==> src/rtl/pulse_buffer_write_ctrl_if.sv <==
// ---------------------------------------------------------------------------
// pulse_buffer_write_ctrl_if
//
// Purpose : bundles the control, requester handshake, BRAM write port and
//           status signals of pulse_buffer_write_ctrl into one interface.
//
// Signals :
//   run          level, 1 = accept pulses
//   start        single-cycle pulse, clears the write count and enters RUN
//   req_valid    [NREQ]      per-requester word valid
//   req_data     [NREQ*DW]   requester i occupies bits [i*DW +: DW]
//   req_ready    [NREQ]      per-requester accept, at most one bit high
//   bram_we      BRAM write enable
//   bram_addr    [AW]        BRAM write address
//   bram_din     [DW]        BRAM write data
//   pulses_addr  [32]        running count of words written
//   overflow     sticky, count wrapped past 2^32-1
//
// Modports:
//   master : the side that drives run/start/requests (channel side / bench)
//   slave  : the write controller itself
// ---------------------------------------------------------------------------
interface pulse_buffer_write_ctrl_if #(
    parameter int NREQ = 4,
    parameter int DW   = 64,
    parameter int AW   = 10
);
    logic                 run;
    logic                 start;
    logic [NREQ-1:0]      req_valid;
    logic [NREQ*DW-1:0]   req_data;
    logic [NREQ-1:0]      req_ready;
    logic                 bram_we;
    logic [AW-1:0]        bram_addr;
    logic [DW-1:0]        bram_din;
    logic [31:0]          pulses_addr;
    logic                 overflow;

    modport master (
        output run,
        output start,
        output req_valid,
        output req_data,
        input  req_ready,
        input  bram_we,
        input  bram_addr,
        input  bram_din,
        input  pulses_addr,
        input  overflow
    );

    modport slave (
        input  run,
        input  start,
        input  req_valid,
        input  req_data,
        output req_ready,
        output bram_we,
        output bram_addr,
        output bram_din,
        output pulses_addr,
        output overflow
    );
endinterface

==> src/rtl/pulse_buffer_write_ctrl.sv <==
// ---------------------------------------------------------------------------
// pulse_buffer_write_ctrl
//
// Purpose : round-robin arbiter and write sequencer for the pulse packet
//           buffer. Pulse words from NREQ requesters are written one per
//           cycle into a circular dual-port BRAM of 2^AW words. A 32-bit
//           running write count is published as pulses_addr so software
//           knows how far the buffer holds valid data. Single clock domain
//           (user_clk).
//
// Ports   :
//   user_clk    sole clock, rising edge
//   user_rst_n  asynchronous active-low reset
//   bus         pulse_buffer_write_ctrl_if.slave (run, start, req_valid,
//               req_data, req_ready, bram_we, bram_addr, bram_din,
//               pulses_addr, overflow)
//
// Parameters:
//   NREQ  number of requesters (2..8)
//   DW    pulse word width
//   AW    BRAM address width
//
// Build option:
//   PULSES_ADDR_GRAY_EN  when defined, pulses_addr carries the Gray code of
//                        the write count so a register in another clock
//                        domain sees at most one bit change per update.
//                        When undefined, pulses_addr is plain binary.
//                        bram_addr is binary in both builds.
//
// Timing  : accept in cycle T, BRAM write in T+1, count/pulses_addr update
//           visible in T+2. pulses_addr therefore never names a word that
//           has not been written yet.
// ---------------------------------------------------------------------------
module pulse_buffer_write_ctrl #(
    parameter int NREQ = 4,
    parameter int DW   = 64,
    parameter int AW   = 10
) (
    input  logic                          user_clk,
    input  logic                          user_rst_n,
    pulse_buffer_write_ctrl_if.slave      bus
);

    // Pointer width, and one extra bit for the modulo search arithmetic.
    localparam int PW = (NREQ > 1) ? $clog2(NREQ) : 1;
    localparam int PE = PW + 1;

    localparam logic [0:0] ST_IDLE = 1'b0;
    localparam logic [0:0] ST_RUN  = 1'b1;

`ifdef PULSES_ADDR_GRAY_EN
    // Binary to reflected Gray code.
    function automatic logic [31:0] to_gray(input logic [31:0] bin);
        return bin ^ (bin >> 1);
    endfunction
`endif

    // -----------------------------------------------------------------------
    // State
    // -----------------------------------------------------------------------
    logic [0:0]     state_q,       state_d;
    logic [PW-1:0]  rr_ptr_q,      rr_ptr_d;
    logic [31:0]    count_q,       count_d;
    // Set for a write in flight whose completion must bump the count.
    logic           wr_cnt_q,      wr_cnt_d;
    logic           bram_we_q,     bram_we_d;
    logic [AW-1:0]  bram_addr_q,   bram_addr_d;
    logic [DW-1:0]  bram_din_q,    bram_din_d;
    logic [31:0]    pulses_addr_q, pulses_addr_d;
    logic           overflow_q,    overflow_d;

    // -----------------------------------------------------------------------
    // Combinational helpers
    // -----------------------------------------------------------------------
    logic [NREQ-1:0] grant_s;
    logic [PW-1:0]   grant_idx_s;
    logic            accept_s;
    logic [PE-1:0]   idx_ext_s;
    logic [DW-1:0]   sel_data_s;
    logic [31:0]     wr_ptr_s;

    // Round-robin search starting at rr_ptr; first valid requester wins.
    always_comb begin
        grant_s     = '0;
        grant_idx_s = '0;
        accept_s    = 1'b0;
        idx_ext_s   = '0;
        for (int k = 0; k < NREQ; k++) begin
            idx_ext_s = {1'b0, rr_ptr_q} + PE'(k);
            if (idx_ext_s >= PE'(NREQ)) begin
                idx_ext_s = idx_ext_s - PE'(NREQ);
            end else begin
                idx_ext_s = idx_ext_s;
            end
            if ((state_q == ST_RUN) && !accept_s &&
                bus.req_valid[idx_ext_s[PW-1:0]]) begin
                accept_s                       = 1'b1;
                grant_idx_s                    = idx_ext_s[PW-1:0];
                grant_s[idx_ext_s[PW-1:0]]     = 1'b1;
            end else begin
                accept_s = accept_s;
            end
        end
    end

    // Data mux for the granted requester (grant is one-hot or zero).
    always_comb begin
        sel_data_s = '0;
        for (int i = 0; i < NREQ; i++) begin
            if (grant_s[i]) begin
                sel_data_s = bus.req_data[i*DW +: DW];
            end else begin
                sel_data_s = sel_data_s;
            end
        end
    end

    // Next-state logic: FSM, pointer, write pipeline and counters.
    always_comb begin
        state_d       = state_q;
        rr_ptr_d      = rr_ptr_q;
        count_d       = count_q;
        wr_cnt_d      = 1'b0;
        bram_we_d     = 1'b0;
        bram_addr_d   = bram_addr_q;
        bram_din_d    = bram_din_q;
        overflow_d    = overflow_q;
        pulses_addr_d = pulses_addr_q;

        // A write still in flight has not bumped count yet, so a back-to-back
        // accept must target the slot after it.
        wr_ptr_s = count_q + {31'd0, wr_cnt_q};

        case (state_q)
            ST_IDLE: begin
                if (bus.start || bus.run) begin
                    state_d = ST_RUN;
                end else begin
                    state_d = ST_IDLE;
                end
            end
            ST_RUN: begin
                if (!bus.run) begin
                    state_d = ST_IDLE;
                end else begin
                    state_d = ST_RUN;
                end
            end
            default: begin
                state_d = ST_IDLE;
            end
        endcase

        if (accept_s) begin
            bram_we_d   = 1'b1;
            bram_addr_d = wr_ptr_s[AW-1:0];
            bram_din_d  = sel_data_s;
            // A word accepted together with start lands at the pre-start
            // address but must not count against the freshly cleared total.
            wr_cnt_d    = !bus.start;
            if (grant_idx_s == PW'(NREQ - 1)) begin
                rr_ptr_d = '0;
            end else begin
                rr_ptr_d = grant_idx_s + PW'(1);
            end
        end else begin
            rr_ptr_d = rr_ptr_q;
        end

        // start wins over the increment of any write completing this cycle.
        if (bus.start) begin
            count_d    = 32'd0;
            overflow_d = 1'b0;
        end else if (wr_cnt_q) begin
            count_d = count_q + 32'd1;
            if (count_q == 32'hFFFF_FFFF) begin
                overflow_d = 1'b1;
            end else begin
                overflow_d = overflow_q;
            end
        end else begin
            count_d = count_q;
        end

`ifdef PULSES_ADDR_GRAY_EN
        pulses_addr_d = to_gray(count_d);
`else
        pulses_addr_d = count_d;
`endif
    end

    // State and output registers with asynchronous reset; an in-flight write
    // is dropped because bram_we_q clears immediately.
    always_ff @(posedge user_clk or negedge user_rst_n) begin
        if (!user_rst_n) begin
            state_q       <= ST_IDLE;
            rr_ptr_q      <= '0;
            count_q       <= 32'd0;
            wr_cnt_q      <= 1'b0;
            bram_we_q     <= 1'b0;
            bram_addr_q   <= '0;
            bram_din_q    <= '0;
            pulses_addr_q <= 32'd0;
            overflow_q    <= 1'b0;
        end else begin
            state_q       <= state_d;
            rr_ptr_q      <= rr_ptr_d;
            count_q       <= count_d;
            wr_cnt_q      <= wr_cnt_d;
            bram_we_q     <= bram_we_d;
            bram_addr_q   <= bram_addr_d;
            bram_din_q    <= bram_din_d;
            pulses_addr_q <= pulses_addr_d;
            overflow_q    <= overflow_d;
        end
    end

    // -----------------------------------------------------------------------
    // Outputs. req_ready is combinational so an accept completes in the same
    // cycle the request is seen; it is zero outside RUN.
    // -----------------------------------------------------------------------
    assign bus.req_ready   = grant_s;
    assign bus.bram_we     = bram_we_q;
    assign bus.bram_addr   = bram_addr_q;
    assign bus.bram_din    = bram_din_q;
    assign bus.pulses_addr = pulses_addr_q;
    assign bus.overflow    = overflow_q;

endmodule

==> src/flat_wrapper.sv <==
// flat-port wrapper written by rule: the top's interface ports become plain ports
module pulse_buffer_write_ctrl_flat 
#(
    parameter int NREQ = 4,
    parameter int DW   = 64,
    parameter int AW   = 10
)
  (user_clk, user_rst_n, bus_run, bus_start, bus_req_valid, bus_req_data, bus_req_ready, bus_bram_we, bus_bram_addr, bus_bram_din, bus_pulses_addr, bus_overflow);
  pulse_buffer_write_ctrl_if #(.NREQ(NREQ), .DW(DW), .AW(AW)) bus_i ();
  input  logic user_clk;
  input  logic user_rst_n;
  input wire logic [$bits(bus_i.run)-1:0] bus_run;
  input wire logic [$bits(bus_i.start)-1:0] bus_start;
  input wire logic [$bits(bus_i.req_valid)-1:0] bus_req_valid;
  input wire logic [$bits(bus_i.req_data)-1:0] bus_req_data;
  output wire logic [$bits(bus_i.req_ready)-1:0] bus_req_ready;
  output wire logic [$bits(bus_i.bram_we)-1:0] bus_bram_we;
  output wire logic [$bits(bus_i.bram_addr)-1:0] bus_bram_addr;
  output wire logic [$bits(bus_i.bram_din)-1:0] bus_bram_din;
  output wire logic [$bits(bus_i.pulses_addr)-1:0] bus_pulses_addr;
  output wire logic [$bits(bus_i.overflow)-1:0] bus_overflow;
  assign bus_i.run = bus_run;
  assign bus_i.start = bus_start;
  assign bus_i.req_valid = bus_req_valid;
  assign bus_i.req_data = bus_req_data;
  assign bus_req_ready = bus_i.req_ready;
  assign bus_bram_we = bus_i.bram_we;
  assign bus_bram_addr = bus_i.bram_addr;
  assign bus_bram_din = bus_i.bram_din;
  assign bus_pulses_addr = bus_i.pulses_addr;
  assign bus_overflow = bus_i.overflow;
  pulse_buffer_write_ctrl #(.NREQ(NREQ), .DW(DW), .AW(AW)) u_core (.user_clk(user_clk), .user_rst_n(user_rst_n), .bus(bus_i));
endmodule
==> config.mk <==
export PLATFORM = sky130hd
export DESIGN_NAME = pulse_buffer_write_ctrl_flat
export DESIGN_NICKNAME = d
export VERILOG_FILES = /design/src/rtl/pulse_buffer_write_ctrl_if.sv /design/src/rtl/pulse_buffer_write_ctrl.sv /design/src/flat_wrapper.sv
export SDC_FILE = /design/constraint.sdc
export NUM_CORES = 1
export LEC_CHECK = 0
export ABC_CLOCK_PERIOD_IN_PS = 6900
export CAP_MARGIN = 25
export CORE_MARGIN = 1
export CORE_UTILIZATION = 25
export DETAILED_ROUTE_END_ITERATION = 10
export SETUP_SLACK_MARGIN = 0.02
export SYNTH_ARGS = -nofsm -noshare
export SYNTH_HDL_FRONTEND = slang
export SYNTH_SLANG_ARGS = --single-unit
==> constraint.sdc <==
create_clock -name user_clk -period 6.9 [get_ports user_clk]
set_input_delay 1.38 -clock user_clk [delete_from_list [all_inputs] [get_ports user_clk]]
set_output_delay 1.38 -clock user_clk [all_outputs]
set_load 0.01 [all_outputs]
### Word level (Yosys, flattened, before mapping)

Index checks and enable logic that the tools add are counted.

* add/subtract/negate cells: 10
* order comparisons: 12
* eq/ne operators: 2
* mux-type cells: 47
* bitwise operators: 4
* reduce and logical (&&, ||, !) cells: 19

Operators by type and width (number)
* 64-bit two-way mux: 4
* 32-bit two-way mux: 2
* 32-bit by 1-bit adder with 32-bit output (second input constant): 1
* 32-bit == test (second input constant): 1
* 1-bit two-way mux: 19
* 2-bit two-way mux: 9
* 4-bit two-way mux: 4
* 2-bit by 3-bit less-than comparator with 1-bit output (second input constant): 4
* 4-bit bitwise OR: 3
* 1-bit logical AND: 11
* 10-bit by 1-bit adder with 10-bit output: 1
* 3-bit greater-or-equal comparator (second input constant): 3
* 1-bit binary-select mux with 2-bit select: 4
* 1-bit demux with 2-bit select: 4
* 2-bit by 1-bit greater-or-equal comparator with 1-bit output (second input constant): 4
* 2-bit by 1-bit subtractor with 2-bit output (second input constant): 4
* 2-bit by 2-bit adder with 3-bit output (second input constant): 2
* 1-bit logical NOT: 4
* 2-bit nonzero test: 2
* 2-bit by 1-bit adder with 3-bit output (second input constant): 1
* 2-bit by 3-bit greater-or-equal comparator with 1-bit output (second input constant): 1
* 2-bit by 1-bit adder with 2-bit output (second input constant): 1
* 2-bit == test (second input constant): 1
* 1-bit one-hot mux with 2 select lines: 1
* other kinds (3): 3

* register bits after elaboration: 112
* output and inout bits: 112
* word-level logic and storage cells: 102

### Logic depth before layout (Yosys ltp)

* depth after elaboration: 22
* mapped depth: 13

### Worst setup path after synthesis

No wires, ideal clock.

* path type: input to output
* start point: input port bus_req_valid[1]
* end point: output port bus_req_ready[2]
* data arrival time: 2.859 ns
* slack: 2.661 ns
* cell stages on the path: 7
* path through: mux2_2 > a22o_1 > buf_6 > mux2_4 > a221oi_2 > inv_2 > clkbuf_1

* longest elaborated chain between the ends: 16
* elaborated cells on any way between the ends: 28
* classes of those cells: mux (15); bitwise (3); reduce/logical (10)

Ends and longest elaborated chain
* from (decl): line flat_wrapper.sv:14 `input wire logic [$bits(bus_i.req_valid)-1:0] bus_req_valid;`
* 1-bit binary-select mux with 2-bit select: line pulse_buffer_write_ctrl.sv:96 `bus.req_valid[idx_ext_s[PW-1:0]]) begin`
* 1-bit two-way mux (not written as such): line pulse_buffer_write_ctrl.sv:96
* 1-bit logical AND: line pulse_buffer_write_ctrl.sv:95 `if ((state_q == ST_RUN) && !accept_s &&`
* 1-bit two-way mux: line pulse_buffer_write_ctrl.sv:95
* 1-bit logical NOT: line pulse_buffer_write_ctrl.sv:95
* 1-bit logical AND (2 in series): line pulse_buffer_write_ctrl.sv:95
* 1-bit two-way mux: line pulse_buffer_write_ctrl.sv:95
* 1-bit logical NOT: line pulse_buffer_write_ctrl.sv:95
* 1-bit logical AND (2 in series): line pulse_buffer_write_ctrl.sv:95
* 1-bit two-way mux: line pulse_buffer_write_ctrl.sv:95
* 1-bit logical NOT: line pulse_buffer_write_ctrl.sv:95
* 1-bit logical AND (2 in series): line pulse_buffer_write_ctrl.sv:95
* 4-bit two-way mux (*): line pulse_buffer_write_ctrl.sv:95
* to (decl): line flat_wrapper.sv:16 `output wire logic [$bits(bus_i.req_ready)-1:0] bus_req_ready;`

Every way passes the cells marked *; elsewhere a longest branch is shown, timed or not. The select of a mux whose other input is x is not followed.

### Final worst setup path

Ends and elaborated chain as after synthesis.

==> impl_metrics.tcl <==
set metrics [dict create \
    status "finished with violations" \
    violations "DRC" \
    synth_nets 1175 \
    worstSetupStartpointType "primary input" \
    ys_seq_area_share_pct 35.5 \
    drv_slew 0 \
    cts_setup_buffers 0 \
    ys.flop_type "dfrtp_1" \
    crit_path_end "bus_req_ready[2]" \
    grt_first_pass_wirelength_mm 50.5 \
    topRoutingLayerUsed "met4" \
    grt_pass1_vias 8146 \
    synth-seq-cells 112 \
    critical_path_depth 7 \
    r2r_cells 9 \
    crit_chain "clkdlybuf4s50_1 -> mux2_2 -> a22o_1 -> mux2_4 -> a221oi_4 -> clkinv_2 -> clkdlybuf4s50_1" \
    yosysMostFrequentCell "dfrtp_1" \
    cts_buffer_depth 2 \
    maxCapViolCount 0 \
    setup_viol 0 \
    async_reset_ff_share_pct 100 \
    synth_top_area_share_pct 35.5 \
    clockRootBuffer "clkbuf_16" \
    leakage_uw 0.00474 \
    hold_viol 0 \
    rsz0062_at_grt "false" \
    die_w_um 180 \
    die_area_um2 32300 \
    hold_buffers 0 \
    slowest_delay_ns 0.57 \
    vias 8309 \
    totalWireLength_mm 33.1 \
    areaGrowthSynthToFinish_pct 53.4 \
    synth_area_um2 7890 \
    crit_path_start "bus_req_valid[1]" \
    cts_resized 0 \
    insertion_delay_ns 0.37 \
    yosys-top-cells-area "dfrtp_1 (36%), a221oi_2 (9.7%), o311ai_1 (6.8%)" \
    path_common_cell "clkdlybuf4s50_1" \
    yosys.area.top_type "dfrtp_1" \
    drc_errors 19 \
    power.density_nw_per_um2 414 \
    grt_max_degree 86 \
    start_util_pct 25.6 \
    synth_warnings 0 \
    clkSinkCount 112 \
    timing.reg2reg.setup_slack_ns 2.55 \
    synth_commonest_cells "dfrtp_1 (112), nand2_1 (104), nor2_1 (101)" \
    cp-end-kind "primary output" \
    antenna_found_initial 2 \
    synth_edf_count 0 \
    finalPower_uw 5010 \
    clk_pin_slew_ns 0.08 \
    cpMaxStageDelayCell "clkdlybuf4s50_1" \
    first_pass_iters 8 \
    cts_made_buffers 9 \
    nets 1483 \
    fillers 3109 \
    ant_nets 0 \
    finalCritPeriodShare_pct 79.3 \
    io_buffer_count 375 \
    ir_worst_vdd_v 0.000385 \
    clock.fmax_mhz 183 \
    final_layout_size_suffix_gt1_share_pct 8.40 \
    syn_inst 901 \
    overflow 0 \
    synth.distinct_cells 57 \
    wire_per_inst_um 20.5 \
    critPathArrivalTime_ns 4.09 \
    r2r-end "u_core.bus.bram_din[0]" \
    criticalPathCategory "primary input to primary output" \
    dr_wl_met3_mm 1.94 \
    path_max_fanout 9 \
    wl_met1_mm 14.6 \
    h-tree-depth 3 \
    grt.total_usage_pct 20.0 \
    met2WireLength_mm 15.7 \
    worst-slew-pin-transition_ns 1.02 \
    worst-endpoint-required_ns 5.52 \
    avgSynthCellArea_um2 8.76 \
    vias_per_cell 5.15 \
    drt_iter0_drc 555 \
    path_delay_family "buffers and inverters" \
    path_buf_inv 3 \
    fin_crit_ns 5.47 \
    io_pins 376 \
    core_area_um2 30800 \
    gp_congestion 0.936 \
    die_h_um 180 \
    core.rowCount 64 \
    timing.rr.start "u_core.rr_ptr_q[0]" \
    tns_ns 0 \
    skew_ns 0.0154 \
    hpwl_mm 22.7 \
    cts_tree "built" \
    relSlewSlack_pct 31.9 \
    hold_path.class "flop to flop" \
]
## placed cells by master, fill, tap and decap left out, types with 4 or more instances in the layout
cell and n:
xor2_1 23, nor2_1 101, and2_1 4, clkdlybuf4s50_1 374, mux2i_1 8, buf_4 14
nand3_1 16, ha_1 10, nor3_1 4, xnor2_1 10, and3_1 6, o311ai_1 61
dfrtp_1 112, clkbuf_16 9, a211oi_1 64, nand2_1 104, nand4_1 8, a221oi_1 15
o21ai_0 75, mux2_2 5, or3_1 5, inv_1 73, a221oi_2 50
## metal layers
metal	global-route usage, %	vias to the layer above
met1	26.3	4029
met4	7.34	0
met5	0	-
met2	32.6	314
li1	-	3922
met3	3.81	44
## flip-flops by register name, summed over array words and instances, names as in the netlist
register	cells
u_core.state_q	1
u_core.bus.bram_addr	10
u_core.count_q	32
u_core.bus.bram_we	1
u_core.bus.bram_din	64
u_core.bus.overflow	1
u_core.wr_cnt_q	1
u_core.rr_ptr_q	2
## final cells by class
class / count / area [µm²] / share of cell area, %
antenna: 2 / 5.00 / 0.0414
clock buffer: 9 / 225 / 1.86
clock inverter: 7 / 86.3 / 0.713
inverter: 74 / 279 / 2.31
multi-input combinational: 623 / 4340 / 35.8
sequential: 112 / 2800 / 23.2
tap: 396 / 495 / 4.09
timing repair buffer: 389 / 3870 / 32.0
## tightest hold or removal path: cells and delay by family, from the launching register on
family,cells,cell delay (ns)
flops,1,0.36
simple gates,2,0.10
## cells by family after synthesis
logic type,Yosys count,share of synthesized area [%]
AO/OA/AOI/OAI,299,32.2
AND/OR/NAND/NOR,265,14.3
buffers and inverters,166,10.4
flip-flops,112,35.5
XOR/XNOR,33,3.66
multiplexers,16,2.30
adder cells (fa/ha/maj),10,1.59
## stage by stage
step                      instance area, µm²  hold slack, ns  setup WS (ns)  utilization [%]  std cells
after CTS                              12100           0.505           1.41             39.2       1609
after detailed placement               11800           0.483           1.42             38.2       1593
after global routing                   12100           0.524           1.29             39.2       1612
after global placement                 11800           0.465           1.47             38.2       1593
after floorplan                         7890           0.507           2.66                -        901
final                                  12100           0.493           1.43             39.2       1612
## worst min path at each step
stage	cells after the start	end	from
5_1_grt	2	u_core.bus.bram_addr[0]	u_core.bus.bram_addr[0]
3_5_place_dp	2	u_core.bus.bram_addr[6]	u_core.bus.bram_addr[6]
3_3_place_gp	2	u_core.bus.bram_addr[7]	u_core.bus.bram_addr[7]
6_report	2	u_core.bus.bram_addr[0]	u_core.bus.bram_addr[0]
4_1_cts	2	u_core.bus.bram_addr[0]	u_core.bus.bram_addr[0]
2_1_floorplan	2	u_core.bus.bram_addr[0]	u_core.bus.bram_addr[0]
## power by group
group	internal, µW	total, µW	switching (µW)
logic	1420	3410	1990
registers	880	1020	139
clock network	291	580	289
total	2590	5010	2420
No activity file was read; power rests on OpenSTA's default activity.
